===== config.mk =====
export PLATFORM = sky130hd
export DESIGN_NAME = sample_pkt_framer
export DESIGN_NICKNAME = d
export VERILOG_FILES = /design/src/rtl/sample_pkt_framer.sv
export SDC_FILE = /design/constraint.sdc
export NUM_CORES = 1
export LEC_CHECK = 0
export ABC_CLOCK_PERIOD_IN_PS = 4950
export BUFFER_PORTS_ARGS = -buffer_cell sky130_fd_sc_hd__buf_2
export CORE_ASPECT_RATIO = 0.5
export CORE_MARGIN = 8
export CORE_UTILIZATION = 50
export DETAILED_ROUTE_END_ITERATION = 6
export GPL_TIMING_DRIVEN = 0
export PLACE_DENSITY = 0.76
export SYNTH_ARGS = -nofsm -noshare
export SYNTH_HDL_FRONTEND = slang
export SYNTH_SLANG_ARGS = --single-unit
export TNS_END_PERCENT = 30

===== constraint.sdc =====
create_clock -name ce_clk -period 4.95 [get_ports ce_clk]
set_input_delay 0 -clock ce_clk [delete_from_list [all_inputs] [get_ports ce_clk]]
set_output_delay 0 -clock ce_clk [all_outputs]
set_load 0.01 [all_outputs]

===== src/rtl/sample_pkt_framer.sv =====
// Frames an unframed 32-bit sample stream into fixed-length AXI-stream packets with tlast.
// Optional FRAMER_PAD_EN: flush or disable mid-packet completes the packet with zero samples.
module sample_pkt_framer #(
    parameter int SR_PKT_LEN = 129,
    parameter int SR_CTRL    = 130,
    parameter int LEN_W      = 16
) (
    input  logic        ce_clk,
    input  logic        ce_rst,
    input  logic        set_stb,
    input  logic [7:0]  set_addr,
    input  logic [31:0] set_data,
    input  logic [31:0] s_axis_tdata,
    input  logic        s_axis_tvalid,
    output logic        s_axis_tready,
    output logic [31:0] m_axis_tdata,
    output logic        m_axis_tlast,
    output logic        m_axis_tvalid,
    input  logic        m_axis_tready,
    output logic [31:0] pkt_count,
    output logic        busy
);

    typedef enum logic [1:0] {
        ST_IDLE = 2'd0,
        ST_RUN  = 2'd1
`ifdef FRAMER_PAD_EN
        , ST_PAD = 2'd2
`endif
    } state_t;

    localparam logic [7:0]       ADDR_LEN  = 8'(SR_PKT_LEN);
    localparam logic [7:0]       ADDR_CTRL = 8'(SR_CTRL);
    localparam logic [LEN_W-1:0] LEN_RST   = LEN_W'(256);
    localparam logic [LEN_W-1:0] LEN_ONE   = LEN_W'(1);

    state_t             state, state_d;
    logic [LEN_W-1:0]   pkt_len;
    logic [LEN_W-1:0]   len_active;
    logic [LEN_W-1:0]   beat_cnt;
    logic               enable;
`ifdef FRAMER_PAD_EN
    logic               flush_p;
`endif

    logic [31:0]        tdata_p1;
    logic               tlast_p1;
    logic               vld_p1;

    logic               hs, last_hs, can_load, mid_pkt, s_hs;
    logic               ld_en, ld_last;
    logic [31:0]        ld_data;
    logic [LEN_W-1:0]   ld_idx, len_eff;
    logic               unused_bits;

    assign unused_bits = ^set_data[31:LEN_W];

    // Settings bus: registered, so every write lands the cycle after set_stb
    always_ff @(posedge ce_clk) begin
        if (ce_rst) begin
            pkt_len <= LEN_RST;
            enable  <= 1'b0;
`ifdef FRAMER_PAD_EN
            flush_p <= 1'b0;
`endif
        end else begin
`ifdef FRAMER_PAD_EN
            flush_p <= 1'b0;
`endif
            if (set_stb && set_addr == ADDR_LEN) begin
                pkt_len <= (set_data[LEN_W-1:0] == '0) ? LEN_ONE : set_data[LEN_W-1:0];
            end
            if (set_stb && set_addr == ADDR_CTRL) begin
                enable  <= set_data[0];
`ifdef FRAMER_PAD_EN
                flush_p <= set_data[1];
`endif
            end
        end
    end

    assign hs       = vld_p1 & m_axis_tready;
    assign last_hs  = hs & tlast_p1;
    assign can_load = ~vld_p1 | m_axis_tready;
    // A packet is open once a beat has left or is waiting, until its tlast beat is loaded
    assign mid_pkt  = ((beat_cnt != '0) | vld_p1) & ~(vld_p1 & tlast_p1);

    assign s_axis_tready = (state == ST_RUN) & can_load;
    assign s_hs          = s_axis_tready & s_axis_tvalid;

    // Position of the beat being loaded; a tlast handshake this cycle starts a new packet
    always_comb begin
        ld_idx  = beat_cnt;
        len_eff = len_active;
        if (last_hs) begin
            ld_idx  = '0;
            len_eff = pkt_len;
        end else if (hs) begin
            ld_idx  = beat_cnt + LEN_ONE;
        end
        ld_last = (ld_idx == len_eff - LEN_ONE);
    end

    always_comb begin
        state_d = state;
        ld_en   = 1'b0;
        ld_data = s_axis_tdata;
        case (state)
            ST_IDLE: begin
                if (enable) begin
                    state_d = ST_RUN;
`ifdef FRAMER_PAD_EN
                end else if (mid_pkt) begin
                    state_d = ST_PAD;
`endif
                end
            end
            ST_RUN: begin
                ld_en = s_hs;
                if (last_hs) begin
                    state_d = enable ? ST_RUN : ST_IDLE;
`ifdef FRAMER_PAD_EN
                end else if (mid_pkt && (flush_p || !enable)) begin
                    state_d = ST_PAD;
`endif
                end else if (!enable && !mid_pkt && !s_hs) begin
                    state_d = ST_IDLE;
                end
            end
`ifdef FRAMER_PAD_EN
            ST_PAD: begin
                ld_en   = can_load & ~(vld_p1 & tlast_p1);
                ld_data = '0;
                if (last_hs) begin
                    state_d = enable ? ST_RUN : ST_IDLE;
                end
            end
`endif
            default: state_d = ST_IDLE;
        endcase
    end

    // Output stage p1: single register, held while the consumer stalls
    always_ff @(posedge ce_clk) begin
        if (ce_rst) begin
            state      <= ST_IDLE;
            beat_cnt   <= '0;
            pkt_count  <= '0;
            len_active <= LEN_RST;
            vld_p1     <= 1'b0;
            tlast_p1   <= 1'b0;
            tdata_p1   <= '0;
        end else begin
            state <= state_d;
            if (ld_en) begin
                vld_p1   <= 1'b1;
                tdata_p1 <= ld_data;
                tlast_p1 <= ld_last;
            end else if (hs) begin
                vld_p1 <= 1'b0;
            end
            if (hs) begin
                beat_cnt <= tlast_p1 ? '0 : beat_cnt + LEN_ONE;
            end
            if (last_hs) begin
                pkt_count <= pkt_count + 32'd1;
            end
            if (last_hs || (state == ST_IDLE && !mid_pkt)) begin
                len_active <= pkt_len;
            end
        end
    end

    assign m_axis_tdata  = tdata_p1;
    assign m_axis_tlast  = tlast_p1;
    assign m_axis_tvalid = vld_p1;
    assign busy          = (beat_cnt != '0) | (vld_p1 & ~tlast_p1);

endmodule


==> summary.txt, run 1 <==
Timing
  – Min Hold Slack: 0.0371 ns
  – Fin. max-slew vios: 0
  – Fmax: 296 MHz
  – Clk_skew: 0.00567 ns
  – Min Clock Period, post-route: 3.37 ns
  – Setup TNS: 0 ns
  – RSZ-0062 raised after global routing: false
  – Final setup viols: 0
  – Slew margin rel.: 51.5%
  – Worst Tran Pin Value: 0.727 ns
  – Final hold viol count: 0
  – Tcrit/Tclk final: 68.2%

Critical path
  – CP peak stage delay: 0.42 ns
  – Critical path type: reg2reg
  – CP max stage cell: dfxtp_1
  – Crit Reg-Reg Startpoint: m_axis_tvalid
  – Worst-path fanout max: 10
  – Worst Path Arrival: 3.71 ns
  – Crit path cell chain: and3_1 > buf_6 > buf_2 > mux2i_1 > ha_1 > inv_1 > nor3_1 > a211oi_1 > or3b_1 > a21oi_1 > nor4b_2 > nand4_1 > o31ai_2
  – Worst path buffer plus inverter count: 3
  – CP startpoint: m_axis_tvalid
  – CP top delay family: simple AND/OR/NAND/NOR gates
  – Crit start category: flip-flop
  – Setup crit end kind: flip-flop
  – Worst path required time: 5.28 ns

Synth
  – Distinct cells, synth: 58
  – Net Count, Synth: 750
  – Post-synth top area share: 41.9%
  – Post-synthesis instance total: 669
  – Main synth FF type: dfxtp_1
  – Average size of a mapped cell: 8.28 um^2
  – Dominant cell type by area after synthesis: dfxtp_1
  – Ys Warns: 0
  – Synthesized area: 5540 um^2
  – Ys async rst share: 0%
  – Post-synthesis register bit count: 116
  – Sequential-to-total area share from yosys stat: 41.9%
  – Top cells by area, synth: dfxtp_1 42%, nand2_1 6.7%, nor2_1 6.5%
  – Number of flops mapped to enable cells by yosys: 0

Clock tree
  – Post-CTS Setup Bufs: 0
  – CTS tree: yes
  – CTS sink count: 116
  – Clock-pin slew on the worst setup and hold paths: 0.05 ns
  – Clock latency on the worst-skew pair: 0.42 ns
  – Clk Tree Root Cell: clkbuf_16
  – Clk buf depth: 2
  – H-tree depth: 4
  – CTS buffer count: 17

Floorplan
  – Die area: 14,900 um^2
  – Initial Utilization: 50.8%
  – Placement Rows: 27
  – I/O pins: 145
  – Die X: 165 um
  – Die Y: 90.4 um
  – Core Footprint: 10,900 um^2

Finish
  – Area of the multi-input gates: 3030 um^2
  – Final Non-Filler Cells: 1,024
  – Register area: 2320 um^2
  – Layout cells sized above 1: 19.9%
  – Design area: 7450 um^2
  – Area Overhead vs Synth: 34.4%
  – Nets@finish: 946
  – Fill cell count: 829

GRT
  – GRT Overall Usage: 22.9%
  – Largest net degree at the start of global routing: 17
  – Global route total overflow: 0
  – Initial antenna violation count: 1
  – Vias in the first global route: 5,609
  – First-pass GRT wire length: 27.7 mm

Route
  – Initial DRC Count: 394
  – DRC: 0
  – Drt via density: 5.37
  – WL per Instance: 16.4 um
  – Drt total wl: 16.8 mm
  – Antenna-violating nets left: 0
  – First-pass DRT Iterations: 5
  – Via count: 5,497

Placement
  – Port bufs: 128
  – HPWL after DPL: 11.3 mm
  – Post-place instance area: 6360 um^2
  – Placed cells: 942
  – Gpl congestion: 0.898

Job
  – Max cap viols: 0

Hold path
  – Min-delay src: m_axis_tready
  – Hold Path Class: in2reg

Power
  – Static Leakage: 3.08 nW
  – Power Density: 303 nW/um^2
  – Max IR drop VDD: 0.275 mV
  – Total power: 2.26 mW

Run status
  – Run status: finished clean
-- power by group --
| group | internal [mW] | total (mW) | switching, mW | leakage [nW] |
|---|---|---|---|---|
| Sequential | 0.934 | 0.935 | 0.000499 | 0.934 |
| Combinational | 0.0472 | 0.0854 | 0.0382 | 1.87 |
| Clock | 0.788 | 1.24 | 0.448 | 0.279 |
| Total | 1.77 | 2.26 | 0.487 | 3.08 |
-- routing by layer --
layer / track usage [%] / vias up / share of wire [%]
li1: - / 2702 / -
met2: 38.0 / 217 / 47
met5: 0 / - / 0
met1: 25.4 / 2514 / 41
met3: 6.96 / 64 / 6.9
met4: 14.2 / 0 / 4.8
-- through the flow --
step | utilization [%] | setup slack [ns]
floorplan | - | 2.12
global placement | 58.3 | 1.72
detailed placement | 58.3 | 1.64
CTS | 68.2 | 1.60
global route | 68.2 | 1.34
finish | 68.2 | 1.58
-- flip-flops by register name, indices dropped and copies added (netlist names) --
signal / flops
state: 1
m_axis_tdata: 32
len_active: 16
beat_cnt: 16
pkt_len: 16
enable: 1
m_axis_tlast: 1
m_axis_tvalid: 1
pkt_count: 32
-- layout by cell type (no fill, tap or decap), types with 9 or more instances in the layout --
master	n
nor3_1	22
clkbuf_1	29
nor4_1	15
and3_1	11
inv_1	10
or3_1	9
dlygate4sd3_1	49
o21ai_0	11
xor2_1	37
a21oi_1	53
nor2_1	96
dfxtp_1	116
xnor2_1	29
mux2i_1	35
nand3_1	25
nand4_1	10
clkbuf_16	17
nand2_1	99
buf_2	134
-- area by class of cell --
cell class / count / area share [%]
diodes: 1 / 0.0336
plain buffers: 35 / 1.97
clock buffers: 19 / 5.81
clock inverters: 13 / 2.12
inverters: 10 / 0.504
multi-input cells: 508 / 40.7
flip-flops and latches: 116 / 31.2
well taps: 145 / 2.44
repair buffers: 177 / 15.2
-- worst reg2reg max path, stage by stage (launching register included) --
cell and delay (ns):
dfxtp_1 0.42, and3_1 0.34, buf_6 0.19, buf_2 0.27, mux2i_1 0.23, ha_1 0.32
inv_1 0.09, nor3_1 0.29, a211oi_1 0.09, or3b_1 0.36, a21oi_1 0.15, nor4b_2 0.22
nand4_1 0.14, o31ai_2 0.19
-- timing repair --
action	4_1_cts	5_1_grt
endpoints found under the hold margin	49	0
gates resized for setup	0	0
hold buffers	49	0
-- synth_stat cells, types with 4 or more instances --
cell / n
and3_1: 11
inv_1: 10
nor2_1: 96
nand3_1: 25
nand4_1: 10
o21ai_0: 11
dfxtp_1: 116
ha_1: 4
xnor2_1: 29
nand2_1: 99
or3_1: 9
nor3_1: 22
or4_1: 4
a21oi_1: 53
mux2i_1: 35
xor2_1: 37
nor4_1: 15
clkbuf_1: 27
buf_2: 6
-- logic make-up (layout without fill, tap and decap cells) --
kind of cell | after synthesis | after routing | synth area share [%]
and+or+nand+nor | 311 | 311 | 26.4
xor gates and xnor gates | 69 | 69 | 11.7
AOI/OAI and AO/OA | 89 | 89 | 9.42
adders and majority gates | 4 | 4 | 0.903
buffers and inverters | 45 | 254 | 3.32
DFF | 116 | 116 | 41.9
muxes | 35 | 35 | 6.32
other | 0 | 1 | 0
-- final timing paths --
| kind | slack [ns] | depth (start not counted) | endpoint |
|---|---|---|---|
| setup reg to reg | 1.58 | 13 | m_axis_tlast |
| hold / removal | 0.04 | 3 | m_axis_tvalid |
| setup / recovery | 1.58 | 13 | m_axis_tlast |
| hold reg to reg | 0.45 | 2 | m_axis_tdata[1] |
Power figures use the tool's default switching activity.
==> run 2, diff against run 1 <==
- ABC_AREA: unset -> 1
- ABC_CLOCK_PERIOD_IN_PS: 4950 -> 3000
- CORE_UTILIZATION: 50 -> 49
- PLACE_DENSITY: 0.76 -> 0.77
- clock period: 4.95 -> 3 ns (I/O delays scaled with it)
==> run 2 against run 1 <==
Sequential share of layout area decreased by 2.6 points. Routed wire length increased by 21%. Clock-buffer cell count unchanged. Area after synthesis increased by 11%. Clock skew increased by 0.0040 ns. Cell count increased by 28%. Clock power increased by 71%. Hold slack improved by 0.00083 ns. Design area increased by 9.1%. Via count increased by 28%. Combinational power increased by 91%. Critical endpoint unchanged. Worst setup slack got worse by 1.2 ns. Critical path type unchanged.
==> summary.txt, run 2 <==
Synth
  – Simple-gate area share of the yosys netlist: 37.5% (+11 points)
  – Net Count, Synth: 1,014 (+35%)
  – Ys async rst share: 0% (unchanged)
  – Number of flops mapped to enable cells by yosys: 0 (unchanged)
  – Synth Area in XOR/XNOR: 0.713% (-11 points)
  – Top cells by area, synth: dfxtp_1 38%, nand2_1 12%, nor2_1 9.7%
  – Average size of a mapped cell: 6.58 um^2 (-21%)
  – Sequential-to-total area share from yosys stat: 37.8% (-4.1 points)
  – Distinct cells, synth: 38 (-34%)
  – Multiplexer area fraction after synthesis: 0% (-6.3 points)
  – Compound-Gate Fraction of Synth Area: 12.9% (+3.5 points)
  – Dominant cell type by area after synthesis: dfxtp_1
  – Most numerous cell in the Yosys netlist: nand2_1
  – Post-synth top area share: 37.8% (-4.1 points)
  – Post-synthesis register bit count: 116 (unchanged)
  – Synthesized area: 6140 um^2 (+11%)
  – Synth top cells by count: 202 x nand2_1, 159 x nor2_1, 116 x dfxtp_1
  – Main synth FF type: dfxtp_1
  – Synth Area in Adders: 0.815% (-0.088 points)
  – Post-synthesis instance total: 933 (+39%)
  – Main combinational cell family by area after synthesis: simple AND/OR/NAND/NOR gates
  – Ys Warns: 0 (unchanged)

Finish
  – Final Non-Filler Cells: 1,315 (+28%)
  – Fill cell count: 1,045 (+26%)
  – Area Overhead vs Synth: 32.3%
  – Final core occ: 65.3% (-3.0 points)
  – Area of the multi-input gates: 3190 um^2 (+5.1%)
  – Commonest non-fill, non-tap cell in the layout: nand2_1
  – Commonest non-fill, non-tap cells in the layout: 202 x nand2_1, 159 x nor2_1, 132 x buf_2
  – Nets@finish: 1,211 (+28%)
  – Layout cells sized above 1: 17.7% (-2.3 points)
  – Register area: 2320 um^2 (unchanged)

Timing
  – Slew margin rel.: 49.4% (-2.1 points)
  – Clk_skew: 0.00971 ns (+0.00404 ns)
  – Min Clock Period, post-route: 2.66 ns (-0.715 ns)
  – Final setup viols: 0 (unchanged)
  – Fin. max-slew vios: 0 (unchanged)
  – Setup TNS: 0 ns (unchanged)
  – Min Hold Slack: 0.0379 ns (+0.000832 ns)
  – Fmax: 376 MHz (+27%)
  – Final hold viol count: 0 (unchanged)
  – Worst Tran Pin Value: 0.750 ns (+0.0230 ns)
  – Worst setup margin: 0.342 ns (-1.23 ns)
  – Tcrit/Tclk final: 88.6% (+20 points)
  – RSZ-0062 raised after global routing: false

Critical path
  – Crit path cell chain: buf_4 > nand2_4 > nor2_8 > nand2_1 > nand2_1 > ha_1 > nand2_1 > nor2_2 > nand2_1 > nand2_1 > nand2_1 > nand2_1 > nand2_1 > nor2_1 > nand2_1 > nor2_1 > nand3_1 > a21oi_1
  – CP peak stage delay: 0.33 ns (-0.09 ns)
  – Worst path required time: 3.34 ns (-1.94 ns)
  – CP top delay family: simple AND/OR/NAND/NOR gates
  – Crit start category: flip-flop
  – Worst-path fanout max: 9 (-1)
  – CP startpoint: m_axis_tvalid
  – Most frequent CP cell: nand2_1
  – Setup crit end kind: flip-flop
  – Crit Reg-Reg Startpoint: m_axis_tvalid
  – Worst Path Arrival: 3.00 ns (-0.71 ns)
  – CP max stage cell: dfxtp_1
  – Worst path buffer plus inverter count: 1 (-2)
  – Critical path type: reg2reg

Floorplan
  – Die area: 16,600 um^2 (+11%)
  – I/O pins: 145 (unchanged)
  – Core Footprint: 12,400 um^2 (+14%)
  – Die Y: 95.2 um (+5.2%)
  – Initial Utilization: 49.3% (-1.4 points)
  – Placement Rows: 29 (+7.4%)
  – Die X: 174 um (+5.7%)

Clock tree
  – Clk Tree Root Cell: clkbuf_16
  – Clock-pin slew on the worst setup and hold paths: 0.06 ns (about the same)
  – CTS buffer count: 17 (unchanged)
  – Clock latency on the worst-skew pair: 0.42 ns (about the same)
  – Clk buf depth: 2 (unchanged)
  – H-tree depth: 4 (unchanged)
  – CTS sink count: 116 (unchanged)
  – CTS tree: yes

Route
  – First-pass DRT Iterations: 5 (unchanged)
  – WL per Instance: 15.4 um (-5.7%)
  – DRC: 0 (unchanged)
  – Via count: 7,020 (+28%)
  – Drt total wl: 20.3 mm (+21%)
  – Antenna-violating nets left: 0 (unchanged)
  – Initial DRC Count: 514 (+30%)
  – Drt via density: 5.34 (-0.55%)

GRT
  – Vias in the first global route: 6,866 (+22%)
  – Initial antenna violation count: 2 (+1)
  – Global route total overflow: 0 (unchanged)
  – First-pass GRT wire length: 33.1 mm (+20%)
  – GRT Overall Usage: 24.4% (+1.4 points)
  – Largest net degree at the start of global routing: 17 (unchanged)

Power
  – Static Leakage: 3.96 nW (+29%)
  – Max IR drop VDD: 0.383 mV (+39%)
  – Int Power: 2.97 mW (+68%)
  – Seq pwr share: 40.3% (-1.1 points)
  – Clock Power Share: 55.4% (+0.6 points)
  – Switch share: 22.5% (+0.90 points)
  – Logic pwr share: 4.3% (+0.5 points)
  – Power Density: 471 nW/um^2 (+55%)
  – Switch Pwr: 0.860 mW (+77%)

Placement
  – Placed cells: 1,230 (+31%)
  – HPWL after DPL: 13.9 mm (+23%)
  – Gpl congestion: 0.931 (+3.7%)
  – Setup WS pre-CTS: 0.397 ns (-1.24 ns)
  – Port bufs: 127 (-0.78%)

Run status
  – Run status: finished clean

Job
  – Max cap viols: 0 (unchanged)

Hold path
  – Min-delay src: m_axis_tready
  – Hold Path Class: in2reg
==> run 2: cell count changes after synthesis, moves of 11 or more <==
cell      delta
and3_1      -11
o21ai_0     +61
nand2_1    +103
nor2_1      +63
a211oi_1    +13
inv_1      +103
nand3_1     +36
xor2_1      -33
xnor2_1     -28
nand4_1     +21
mux2i_1     -35
==> run 2: final cells by class <==
class,instances,share of cell area (%)
diodes,2,0.0616
clock buffers,19,5.45
plain buffers,37,2.34
flip-flops and latches,116,28.6
inverters,117,5.41
repair buffers,178,14.1
multi-input cells,663,39.3
well taps,170,2.62
clock inverters,13,2.16
==> run 2: worst min-delay path: cells and delay by family <==
kind	cells	cell delay, ns
AOI/OAI and AO/OA	1	0.07
buffers and inverters	1	0.11
and+or+nand+nor	2	0.22
==> run 2: stage by stage <==
step	instance area, um^2	power, mW
after global placement	6990	1.68
after CTS	8120	3.82
final	8120	3.83
after global routing	8120	3.91
after floorplan	6140	1.62
after detailed placement	6990	1.68
==> run 2: final timing paths <==
| path | endpoint | slack (ns) | cells past startpoint |
|---|---|---|---|
| max reg2reg | m_axis_tlast | 0.34 | 18 |
| min reg2reg | len_active[5] | 0.46 | 2 |
| min | beat_cnt[1] | 0.04 | 4 |
| max | m_axis_tlast | 0.34 | 18 |
==> run 2: power groups by stage <==
stage	clock network [mW]	logic, mW	registers, mW
global route	2.20	0.174	1.54
detailed placement	0	0.105	1.58
CTS	2.13	0.156	1.54
floorplan	0	0.0442	1.58
finish	2.12	0.163	1.54
global placement	0	0.103	1.58
==> run 2: metal layers <==
metal | global-route usage, % | routed length (um)
met1 | 27.7 | 8550
met2 | 41.9 | 9480
met3 | 7.35 | 1490
met4 | 12.7 | 784
met5 | 0 | 0
==> run 2: logic make-up (layout without fill, tap and decap cells) <==
family | count (synthesis) | after routing
AND/OR/NAND/NOR | 510 | 510
buffers and inverters | 154 | 364
XOR/XNOR | 5 | 5
AO/OA/AOI/OAI | 144 | 144
flip-flops | 116 | 116
adder cells (fa/ha/maj) | 4 | 4
other | 0 | 2
==> run 2: repair_timing <==
action                    4_1_cts  5_1_grt
resized for setup               0        0
setup buffers                   0        0
hold endpoints to repair       49        0
hold buffers                   51        0
==> run 3, diff against run 2 <==
- BUFFER_PORTS_ARGS: -buffer_cell sky130_fd_sc_hd__buf_2 -> unset
- CORE_MARGIN: 8 -> 2
- CORE_UTILIZATION: 49 -> 50
- DONT_BUFFER_PORTS: unset -> 1
- PLACE_DENSITY: 0.77 -> 0.68
==> run 3 against run 2 <==
Clock skew rose by 0.00099 ns. Routed wire length fell by 11%. Combinational power fell by 26%. Total power fell by 5.7%. Largest cell class unchanged.
==> summary.txt, run 3 (synthesized netlist as in run 2, its figures left out) <==
Clock tree
  – CTS buffer count: 17 (unchanged)
  – CTS tree: yes
  – Clock-pin slew on the worst setup and hold paths: 0.06 ns (about the same)
  – Clock latency on the worst-skew pair: 0.42 ns (about the same)
  – CTS sink count: 116 (unchanged)
  – Clk Tree Root Cell: clkbuf_16
  – H-tree depth: 4 (unchanged)
  – Clk buf depth: 2 (unchanged)

Power
  – Seq pwr share: 42.8% (+2.5 points)
  – Switch share: 23.3% (+0.82 points)
  – Power Density: 483 nW/um^2 (+2.4%)
  – Max IR drop VDD: 0.354 mV (-7.6%)
  – Logic pwr share: 3.4% (-0.9 points)
  – Switch Pwr: 0.841 mW (-2.3%)
  – Total power: 3.61 mW (-5.7%)
  – Clock Power Share: 53.9% (-1.5 points)
  – Static Leakage: 3.35 nW (-16%)
  – Int Power: 2.77 mW (-6.7%)

Critical path
  – Setup crit end kind: flip-flop
  – CP peak stage delay: 0.54 ns (+0.21 ns)
  – Critical path type: reg2reg
  – Worst path buffer plus inverter count: 5 (+4)
  – Worst-path fanout max: 10 (+1)
  – Most frequent CP cell: nor2_1
  – CP top delay family: buffers and inverters
  – Crit start category: flip-flop
  – Worst Path Arrival: 3.02 ns (+0.02 ns)
  – Crit path cell chain: buf_4 > inv_1 > nor2_1 > nor3_4 > clkinv_1 > clkbuf_1 > nor2_1 > nor2_1 > dlygate4sd3_1
  – CP max stage cell: dlygate4sd3_1
  – Worst path required time: 3.31 ns (-0.03 ns)

Route
  – Via count: 6,373 (-9.2%)
  – First-pass DRT Iterations: 5 (unchanged)
  – Antenna-violating nets left: 0 (unchanged)
  – Met1 Routed Length: 8.21 mm (-4.0%)
  – Initial DRC Count: 496 (-3.5%)
  – Detail Route met3 WL: 1.34 mm (-9.6%)
  – WL per Instance: 15.2 um (-1.3%)
  – Drt total wl: 18.0 mm (-11%)
  – Met2 wire len: 8.11 mm (-14%)
  – Drt via density: 5.38 (+0.83%)
  – DRC: 0 (unchanged)
  – Top Layer Used: met4

Finish
  – Commonest non-fill, non-tap cells in the layout: 202 x nand2_1, 159 x nor2_1, 116 x dfxtp_1
  – Antenna cells: 0 (-2)
  – Final core occ: 62.8% (-2.5 points)
  – Fill cell count: 1,100 (+5.3%)
  – Final Non-Filler Cells: 1,184 (-10%)
  – Commonest non-fill, non-tap cell in the layout: nand2_1
  – Area Overhead vs Synth: 21.7%
  – Nets@finish: 1,088 (-10%)
  – Layout cells sized above 1: 7.36% (-10 points)

Timing
  – RSZ-0062 raised after global routing: false
  – Clk_skew: 0.0107 ns (+0.000995 ns)
  – Slew margin rel.: 44.5% (-5.0 points)
  – Fmax: 369 MHz (-1.9%)
  – Setup TNS: 0 ns (unchanged)
  – Final setup viols: 0 (unchanged)
  – Final hold viol count: 0 (unchanged)
  – Tcrit/Tclk final: 90.3% (+1.7 points)
  – Worst Tran Pin Value: 0.824 ns (+0.0741 ns)
  – Worst setup margin: 0.290 ns (-0.0523 ns)
  – Fin. max-slew vios: 0 (unchanged)
  – Min Clock Period, post-route: 2.71 ns (+0.0523 ns)

Floorplan
  – Die Y: 82.4 um (-13%)
  – I/O pins: 145 (unchanged)
  – Initial Utilization: 51.6% (+2.2 points)
  – Core Footprint: 11,900 um^2 (-4.3%)
  – Die X: 161 um (-7.8%)
  – Placement Rows: 28 (-3.4%)
  – Die area: 13,200 um^2 (-20%)

GRT
  – Vias in the first global route: 5,932 (-14%)
  – First-pass GRT wire length: 29.2 mm (-12%)
  – GRT Overall Usage: 28.0% (+3.6 points)
  – Largest net degree at the start of global routing: 17 (unchanged)
  – Global route total overflow: 0 (unchanged)
  – Initial antenna violation count: 0 (-2)

Placement
  – Setup WS pre-CTS: 0.309 ns (-0.0873 ns)
  – HPWL after DPL: 12.9 mm (-7.2%)
  – Port bufs: 0 (-100%)
  – Gpl congestion: 0.881 (-5.4%)
  – Placed cells: 1,098 (-11%)

Job
  – Max cap viols: 0 (unchanged)

Hold path
  – Hold Path Class: in2reg

Run status
  – Run status: finished clean
run 3: changes by cell type in the layout (fill, tap and decap cells not counted), moves of 2 or more:
cell | before | now
buf_2 | 132 | 5
dlygate4sd3_1 | 51 | 55
bufinv_16 | 3 | 1
diode_2 | 2 | 0
run 3: worst paths after layout:
path | start | end | slack (ns) | depth (start not counted)
max | m_axis_tvalid | m_axis_tdata[1] | 0.29 | 9
max reg2reg | m_axis_tvalid | m_axis_tdata[1] | 0.29 | 9
min | m_axis_tready | beat_cnt[1] | 0.02 | 4
min reg2reg | len_active[4] | len_active[4] | 0.45 | 2
run 3: layer usage:
layer | up-vias | track usage, %
met4 | 0 | 9.64
met1 | 2940 | 35.3
li1 | 3182 | -
met3 | 37 | 8.74
met5 | - | 0
met2 | 214 | 46.5
run 3: cell type report:
cell class	count	area, um^2	share of cell area, %
multi-input cells	663	3200	42.8
flip-flops and latches	116	2320	31.1
repair buffers	55	551	7.36
clock buffers	18	439	5.87
inverters	117	439	5.87
well taps	165	206	2.76
plain buffers	37	190	2.54
clock inverters	13	128	1.71
run 3: stage by stage:
step           hold WS, ns  cell area [um^2]
2_1_floorplan        0.130              6140
3_3_place_gp         0.136              6350
3_5_place_dp         0.141              6350
4_1_cts            0.00579              7460
5_1_grt             0.0525              7480
6_report            0.0224              7480
run 3: power groups by stage:
stage | clock network, mW | registers, mW | logic [mW]
after floorplan | 0 | 1.58 | 0.0442
after global placement | 0 | 1.58 | 0.0632
after detailed placement | 0 | 1.58 | 0.0639
after CTS | 1.96 | 1.54 | 0.118
after global routing | 2.04 | 1.54 | 0.131
final | 1.94 | 1.54 | 0.121
run 3: repair_timing:
item / 4_1_cts / 5_1_grt
hold buffers: 55 / 0
setup buffers: 0 / 0
setup endpoints to repair: 0 / 2
resized for setup: 0 / 2
endpoints found under the hold margin: 49 / 0
run 3: worst min-delay path: stages:
cell and delay, ns:
buf_6 0.11, nand2_4 0.11, nand2_1 0.10, a21oi_1 0.06
